$ cat config.mk
export PLATFORM = sky130hd
export DESIGN_NAME = complex_accumulator
export DESIGN_NICKNAME = d
export VERILOG_FILES = /design/src/rtl/complex_accumulator.sv
export SDC_FILE = /design/constraint.sdc
export NUM_CORES = 1
export LEC_CHECK = 0
export ABC_AREA = 1
export CAP_MARGIN = 10
export CORE_ASPECT_RATIO = 1.25
export CORE_UTILIZATION = 50
export CTS_BUF_LIST = sky130_fd_sc_hd__clkbuf_4 sky130_fd_sc_hd__clkbuf_8 sky130_fd_sc_hd__clkbuf_16
export DETAILED_ROUTE_END_ITERATION = 7
export PLACE_DENSITY_LB_ADDON = 0.08
export RECOVER_POWER = 25
export REMOVE_ABC_BUFFERS = 1
export SYNTH_ARGS = -nofsm -noshare
export SYNTH_HDL_FRONTEND = slang
export SYNTH_SLANG_ARGS = --single-unit
$ cat constraint.sdc
create_clock -name clk -period 2.6 [get_ports clk]
set_input_delay 0.52 -clock clk [delete_from_list [all_inputs] [get_ports clk]]
set_output_delay 0.52 -clock clk [all_outputs]
set_load 0.1 [all_outputs]
$ cat src/rtl/complex_accumulator.sv
// complex_accumulator: sums FRAME_LEN consecutive valid complex products into
// one dot-product result, presented with a single-cycle acc_valid pulse.
// clear aborts the partial frame; rst (synchronous, active-high) resets all.
// Optional build macro COMPLEX_ACC_SAT_EN: saturating adds plus an overflow
// report. Without it the adds wrap and overflow is tied low.
// ACC_W must be >= IN_W; FRAME_LEN must lie in 1..255.
module complex_accumulator #(
    parameter int IN_W      = 16,
    parameter int ACC_W     = 24,
    parameter int FRAME_LEN = 4
) (
    input  logic                    clk,
    input  logic                    rst,
    input  logic signed [IN_W-1:0]  z_real,
    input  logic signed [IN_W-1:0]  z_imag,
    input  logic                    z_valid,
    input  logic                    clear,
    output logic signed [ACC_W-1:0] acc_real,
    output logic signed [ACC_W-1:0] acc_imag,
    output logic                    acc_valid,
    output logic                    busy,
    output logic                    overflow
);

    // Index of the sample that closes a frame (0 when FRAME_LEN is 1).
    localparam logic [7:0] LAST_IDX = 8'(FRAME_LEN - 1);

    typedef enum logic [0:0] {
        ST_IDLE  = 1'b0,
        ST_ACCUM = 1'b1
    } state_t;

`ifdef COMPLEX_ACC_SAT_EN
    // Signed add clamped to the ACC_W range; MSB of the result flags a clamp.
    function automatic logic [ACC_W:0] sat_add(
        input logic signed [ACC_W-1:0] a,
        input logic signed [ACC_W-1:0] b
    );
        logic signed [ACC_W-1:0] raw;
        logic signed [ACC_W-1:0] lim;
        logic                    ovf;
        raw = a + b;
        ovf = (a[ACC_W-1] == b[ACC_W-1]) && (raw[ACC_W-1] != a[ACC_W-1]);
        lim = a[ACC_W-1] ? {1'b1, {(ACC_W-1){1'b0}}} : {1'b0, {(ACC_W-1){1'b1}}};
        return {ovf, (ovf ? lim : raw)};
    endfunction
`else
    // Plain two's-complement add, wrapping modulo 2^ACC_W.
    function automatic logic signed [ACC_W-1:0] wrap_add(
        input logic signed [ACC_W-1:0] a,
        input logic signed [ACC_W-1:0] b
    );
        return a + b;
    endfunction
`endif

    state_t                  state_q, state_d;
    logic [7:0]              count_q, count_d;
    logic signed [ACC_W-1:0] sum_real_q, sum_real_d;
    logic signed [ACC_W-1:0] sum_imag_q, sum_imag_d;
    logic signed [ACC_W-1:0] acc_real_q, acc_real_d;
    logic signed [ACC_W-1:0] acc_imag_q, acc_imag_d;
    logic                    acc_valid_q, acc_valid_d;

    logic signed [ACC_W-1:0] ext_real_s;
    logic signed [ACC_W-1:0] ext_imag_s;
    logic signed [ACC_W-1:0] nxt_real_s;
    logic signed [ACC_W-1:0] nxt_imag_s;

`ifdef COMPLEX_ACC_SAT_EN
    logic                    flag_q, flag_d;
    logic                    ovf_q, ovf_d;
    logic [ACC_W:0]          add_real_s;
    logic [ACC_W:0]          add_imag_s;
    logic                    samp_ovf_s;
`endif

    // Sign-extend the incoming components to accumulator width.
    assign ext_real_s = ACC_W'(z_real);
    assign ext_imag_s = ACC_W'(z_imag);

`ifdef COMPLEX_ACC_SAT_EN
    assign add_real_s = sat_add(sum_real_q, ext_real_s);
    assign add_imag_s = sat_add(sum_imag_q, ext_imag_s);
    assign nxt_real_s = add_real_s[ACC_W-1:0];
    assign nxt_imag_s = add_imag_s[ACC_W-1:0];
    assign samp_ovf_s = add_real_s[ACC_W] | add_imag_s[ACC_W];
`else
    assign nxt_real_s = wrap_add(sum_real_q, ext_real_s);
    assign nxt_imag_s = wrap_add(sum_imag_q, ext_imag_s);
`endif

    // Next-state logic: clear beats z_valid; the last sample of a frame
    // publishes the sums and restarts the accumulator in the same cycle.
    always_comb begin
        state_d     = state_q;
        count_d     = count_q;
        sum_real_d  = sum_real_q;
        sum_imag_d  = sum_imag_q;
        acc_real_d  = acc_real_q;
        acc_imag_d  = acc_imag_q;
        acc_valid_d = 1'b0;
`ifdef COMPLEX_ACC_SAT_EN
        flag_d      = flag_q;
        ovf_d       = ovf_q;
`endif
        if (clear) begin
            state_d    = ST_IDLE;
            count_d    = 8'd0;
            sum_real_d = '0;
            sum_imag_d = '0;
`ifdef COMPLEX_ACC_SAT_EN
            flag_d     = 1'b0;
`endif
        end else if (z_valid) begin
            if (count_q == LAST_IDX) begin
                acc_real_d  = nxt_real_s;
                acc_imag_d  = nxt_imag_s;
                acc_valid_d = 1'b1;
                state_d     = ST_IDLE;
                count_d     = 8'd0;
                sum_real_d  = '0;
                sum_imag_d  = '0;
`ifdef COMPLEX_ACC_SAT_EN
                ovf_d       = flag_q | samp_ovf_s;
                flag_d      = 1'b0;
`endif
            end else begin
                state_d    = ST_ACCUM;
                count_d    = count_q + 8'd1;
                sum_real_d = nxt_real_s;
                sum_imag_d = nxt_imag_s;
`ifdef COMPLEX_ACC_SAT_EN
                flag_d     = flag_q | samp_ovf_s;
`endif
            end
        end else begin
            state_d = state_q;
        end
    end

    // State and output registers with synchronous reset.
    always_ff @(posedge clk) begin
        if (rst) begin
            state_q     <= ST_IDLE;
            count_q     <= 8'd0;
            sum_real_q  <= '0;
            sum_imag_q  <= '0;
            acc_real_q  <= '0;
            acc_imag_q  <= '0;
            acc_valid_q <= 1'b0;
`ifdef COMPLEX_ACC_SAT_EN
            flag_q      <= 1'b0;
            ovf_q       <= 1'b0;
`endif
        end else begin
            state_q     <= state_d;
            count_q     <= count_d;
            sum_real_q  <= sum_real_d;
            sum_imag_q  <= sum_imag_d;
            acc_real_q  <= acc_real_d;
            acc_imag_q  <= acc_imag_d;
            acc_valid_q <= acc_valid_d;
`ifdef COMPLEX_ACC_SAT_EN
            flag_q      <= flag_d;
            ovf_q       <= ovf_d;
`endif
        end
    end

    assign acc_real  = acc_real_q;
    assign acc_imag  = acc_imag_q;
    assign acc_valid = acc_valid_q;
    assign busy      = (state_q == ST_ACCUM);
`ifdef COMPLEX_ACC_SAT_EN
    assign overflow  = ovf_q;
`else
    assign overflow  = 1'b0;
`endif

endmodule

==> metrics <==
status=finished, final reports clean; met2 Use GR=52.8%; Worst Setup SP=z_imag[0]; Reg2Reg Capture Point=acc_imag[16]$_SDFFE_PP0P_; Skew-Pair Late Insertion Delay=360 ps; Slew @ Worst Pin=1190 ps; grt peak-use layer=met2; fin nets=1,408; CTS sink cnt=106; reg2reg start=count_q[0]$_SDFFE_PP0P_; core outline area=14,300 um^2; share of post-route cells with drive strength above 1=6.55%; Setup Skew=8.77 ps; post_cts resized=0; number of global-route vias before repair=6,947; clk root buf=clkbuf_16; relative slew slack=21.0%; Port-buffer cells=85; DR vias=7,451; Inserted Clock Buffers=9; setup ws final=263 ps; Worst R2R Setup Slack=450 ps; Netlist cell types=36; final std cells w/o fill=1,506; ranking of synthesized cells by area=dfxtp_1 (29%), nand2_1 (23%), inv_1 (10%); top_reg_cell synth=dfxtp_1; number of top-level pins=87; met1 Track Usage GR=27.9%; main combinational cell family by area after synthesis=simple AND/OR/NAND/NOR gates; CP max FO=4; Critical Path AT=2610 ps; Post-CTS Setup Inserts=0; min-delay worst type=reg2reg; Critical Path Sink Type=register; max-slew violations=0; Crit path required time=2870 ps; # Max-Cap Violations=0; vias per inst=4.95; Yosys warnings=0; critical path class=in2reg; Worst VDD drop=283 uV; Post-route DRC=0; diode count=0; leakage power=4.80 nW; CTS tree=done; Die X-Extent=110 um; Post-Synthesis Cell Area=7340 um^2; CTS Buffer Depth=2; achievable frequency=428 MHz; clock-pin slew on the worst setup and hold paths=80 ps; pwr dens=451 nW/um^2; RSZ-0062 raised after global routing=no; most common cell after layout, fill and taps aside=nand2_1; Startpoint Class=input port; DP HPWL=14,900 um; Hold Fails Final Rpt=0; most frequent cells in the layout=nand2_1 (459), inv_1 (202), dfxtp_1 (106); Synth area leader=dfxtp_1; Pre-Repair DR Iteration Count=4; critical path capture point=acc_imag[10]$_SDFFE_PP0P_; row count=49; initial antenna violation count=0; Compound-Gate Fraction of Synth Area=11.0%; final core utilization=60.7%; Final Cycle Share=89.9%; setup TNS=0 ps; Synth async-reset ratio=0%; FF-to-FF path depth=8; CTS Hold Buffers Added=0; dpl cells=1,490; grt ovf=0; synthesized flop and latch total=106; simple-gate share of the synthesized area=36.3%; Die Height=137 um; Tot Pwr=0.00393 W; largest net degree at the start of global routing=43; shortest period the worst path allows=2340 ps; initial core utilization=51.2%; adder-cell area share of the yosys netlist=8.55%; Area growth, synth to finish=18.7%; met3 usage=2.84%; DRT iter0 DRCs=291; Routed WL=19,200 um; part of the Yosys area used for sequential elements=28.9%; pre-CTS setup slack=-107 ps; CTS HTree Levels=3; Final setup viols=0; area share of the largest cell type after synthesis=28.9%; Post-DRT Antenna Nets=0; Routed wire per std cell=12.7 um; post-synthesis xor/xnor area fraction=2.62%; first-pass GRT wire length=31,200 um; Post-synth EDFFs=0; syn_area_per_cell=6.07 um^2; total die area=15,200 um^2; gr usage total=26.7%; Syn Inst Count=1,210; multiplexer share of the synthesized area=0%; GPL Wtd Cong=0.910
layout make-up:
cell class,instances,area [um^2]
clock buffers,10,233
clock inverters,6,73.8
fillers,1531,5630
inverters,205,769
multi-input cells,868,4290
flip-flops and latches,106,2120
well taps,178,223
repair buffers,133,1000
per-layer routing:
layer / wire length (um) / vias to the layer above
li1: - / 3981
met1: 7940 / 3331
met2: 10200 / 107
met3: 500 / 32
met4: 547 / 0
met5: 0 / -
kinds of logic after synthesis:
kind of cell	after synthesis
adder cells (fa/ha/maj)	49
flip-flops	106
other	1
AO/OA/AOI/OAI	142
XOR/XNOR	22
AND/OR/NAND/NOR	654
buffers and inverters	236
stage by stage:
step	area (um^2)	hold slack [ps]
floorplan	7190	449
global placement	8550	456
detailed placement	8550	461
CTS	8850	473
global route	8710	493
finish	8710	469
synth_stat cells, types with 2 or more instances:
library cell,n
fa_1,2
inv_1,202
buf_1,5
or2_2,2
o21a_1,16
dfxtp_1,106
xnor2_1,6
nand3_1,70
o21ai_0,28
xor2_1,16
nand2_1,459
nor2_4,2
buf_2,10
ha_1,47
nor2_1,89
a21o_1,3
or2_1,2
clkbuf_1,10
nand3b_1,10
a211oi_1,2
o21bai_1,7
buf_4,4
o211ai_1,7
nor3_1,5
inv_2,3
a21oi_1,76
nand4_1,12
flip-flops by register name, indices dropped and copies added, names as in the netlist:
signal	flops
acc_imag	24
acc_real	24
acc_valid	1
busy	1
count_q	8
sum_imag_q	24
sum_real_q	24
how the worst min path moves through the flow:
stage / from / end / slack, ps / cells past startpoint
global placement: sum_real_q[0]$_SDFFE_PP0P_ / sum_real_q[0]$_SDFFE_PP0P_ / 460 / 2
finish: sum_real_q[20]$_SDFFE_PP0P_ / sum_real_q[20]$_SDFFE_PP0P_ / 470 / 2
detailed placement: sum_real_q[22]$_SDFFE_PP0P_ / sum_real_q[22]$_SDFFE_PP0P_ / 460 / 2
CTS: sum_real_q[22]$_SDFFE_PP0P_ / sum_real_q[22]$_SDFFE_PP0P_ / 470 / 2
floorplan: sum_imag_q[0]$_SDFFE_PP0P_ / sum_imag_q[0]$_SDFFE_PP0P_ / 450 / 2
global route: sum_real_q[3]$_SDFFE_PP0P_ / sum_real_q[3]$_SDFFE_PP0P_ / 490 / 2
critical path: stages:
cell             delay [ps]
clkdlybuf4s50_1         400
ha_1                    230
fa_1                    450
nand3_1                 120
nand3_1                 170
buf_4                   190
or2_2                   280
nand2_1                  80
o21ai_0                  70
nand2_1                  60
inv_1                    30
report_power, final:
part           internal [W]  switching [W]  total (W)
Sequential          0.00166      0.0000209    0.00168
Combinational      0.000315       0.000482   0.000797
Clock              0.000771       0.000682    0.00145
(Power assumes the default switching activity.)
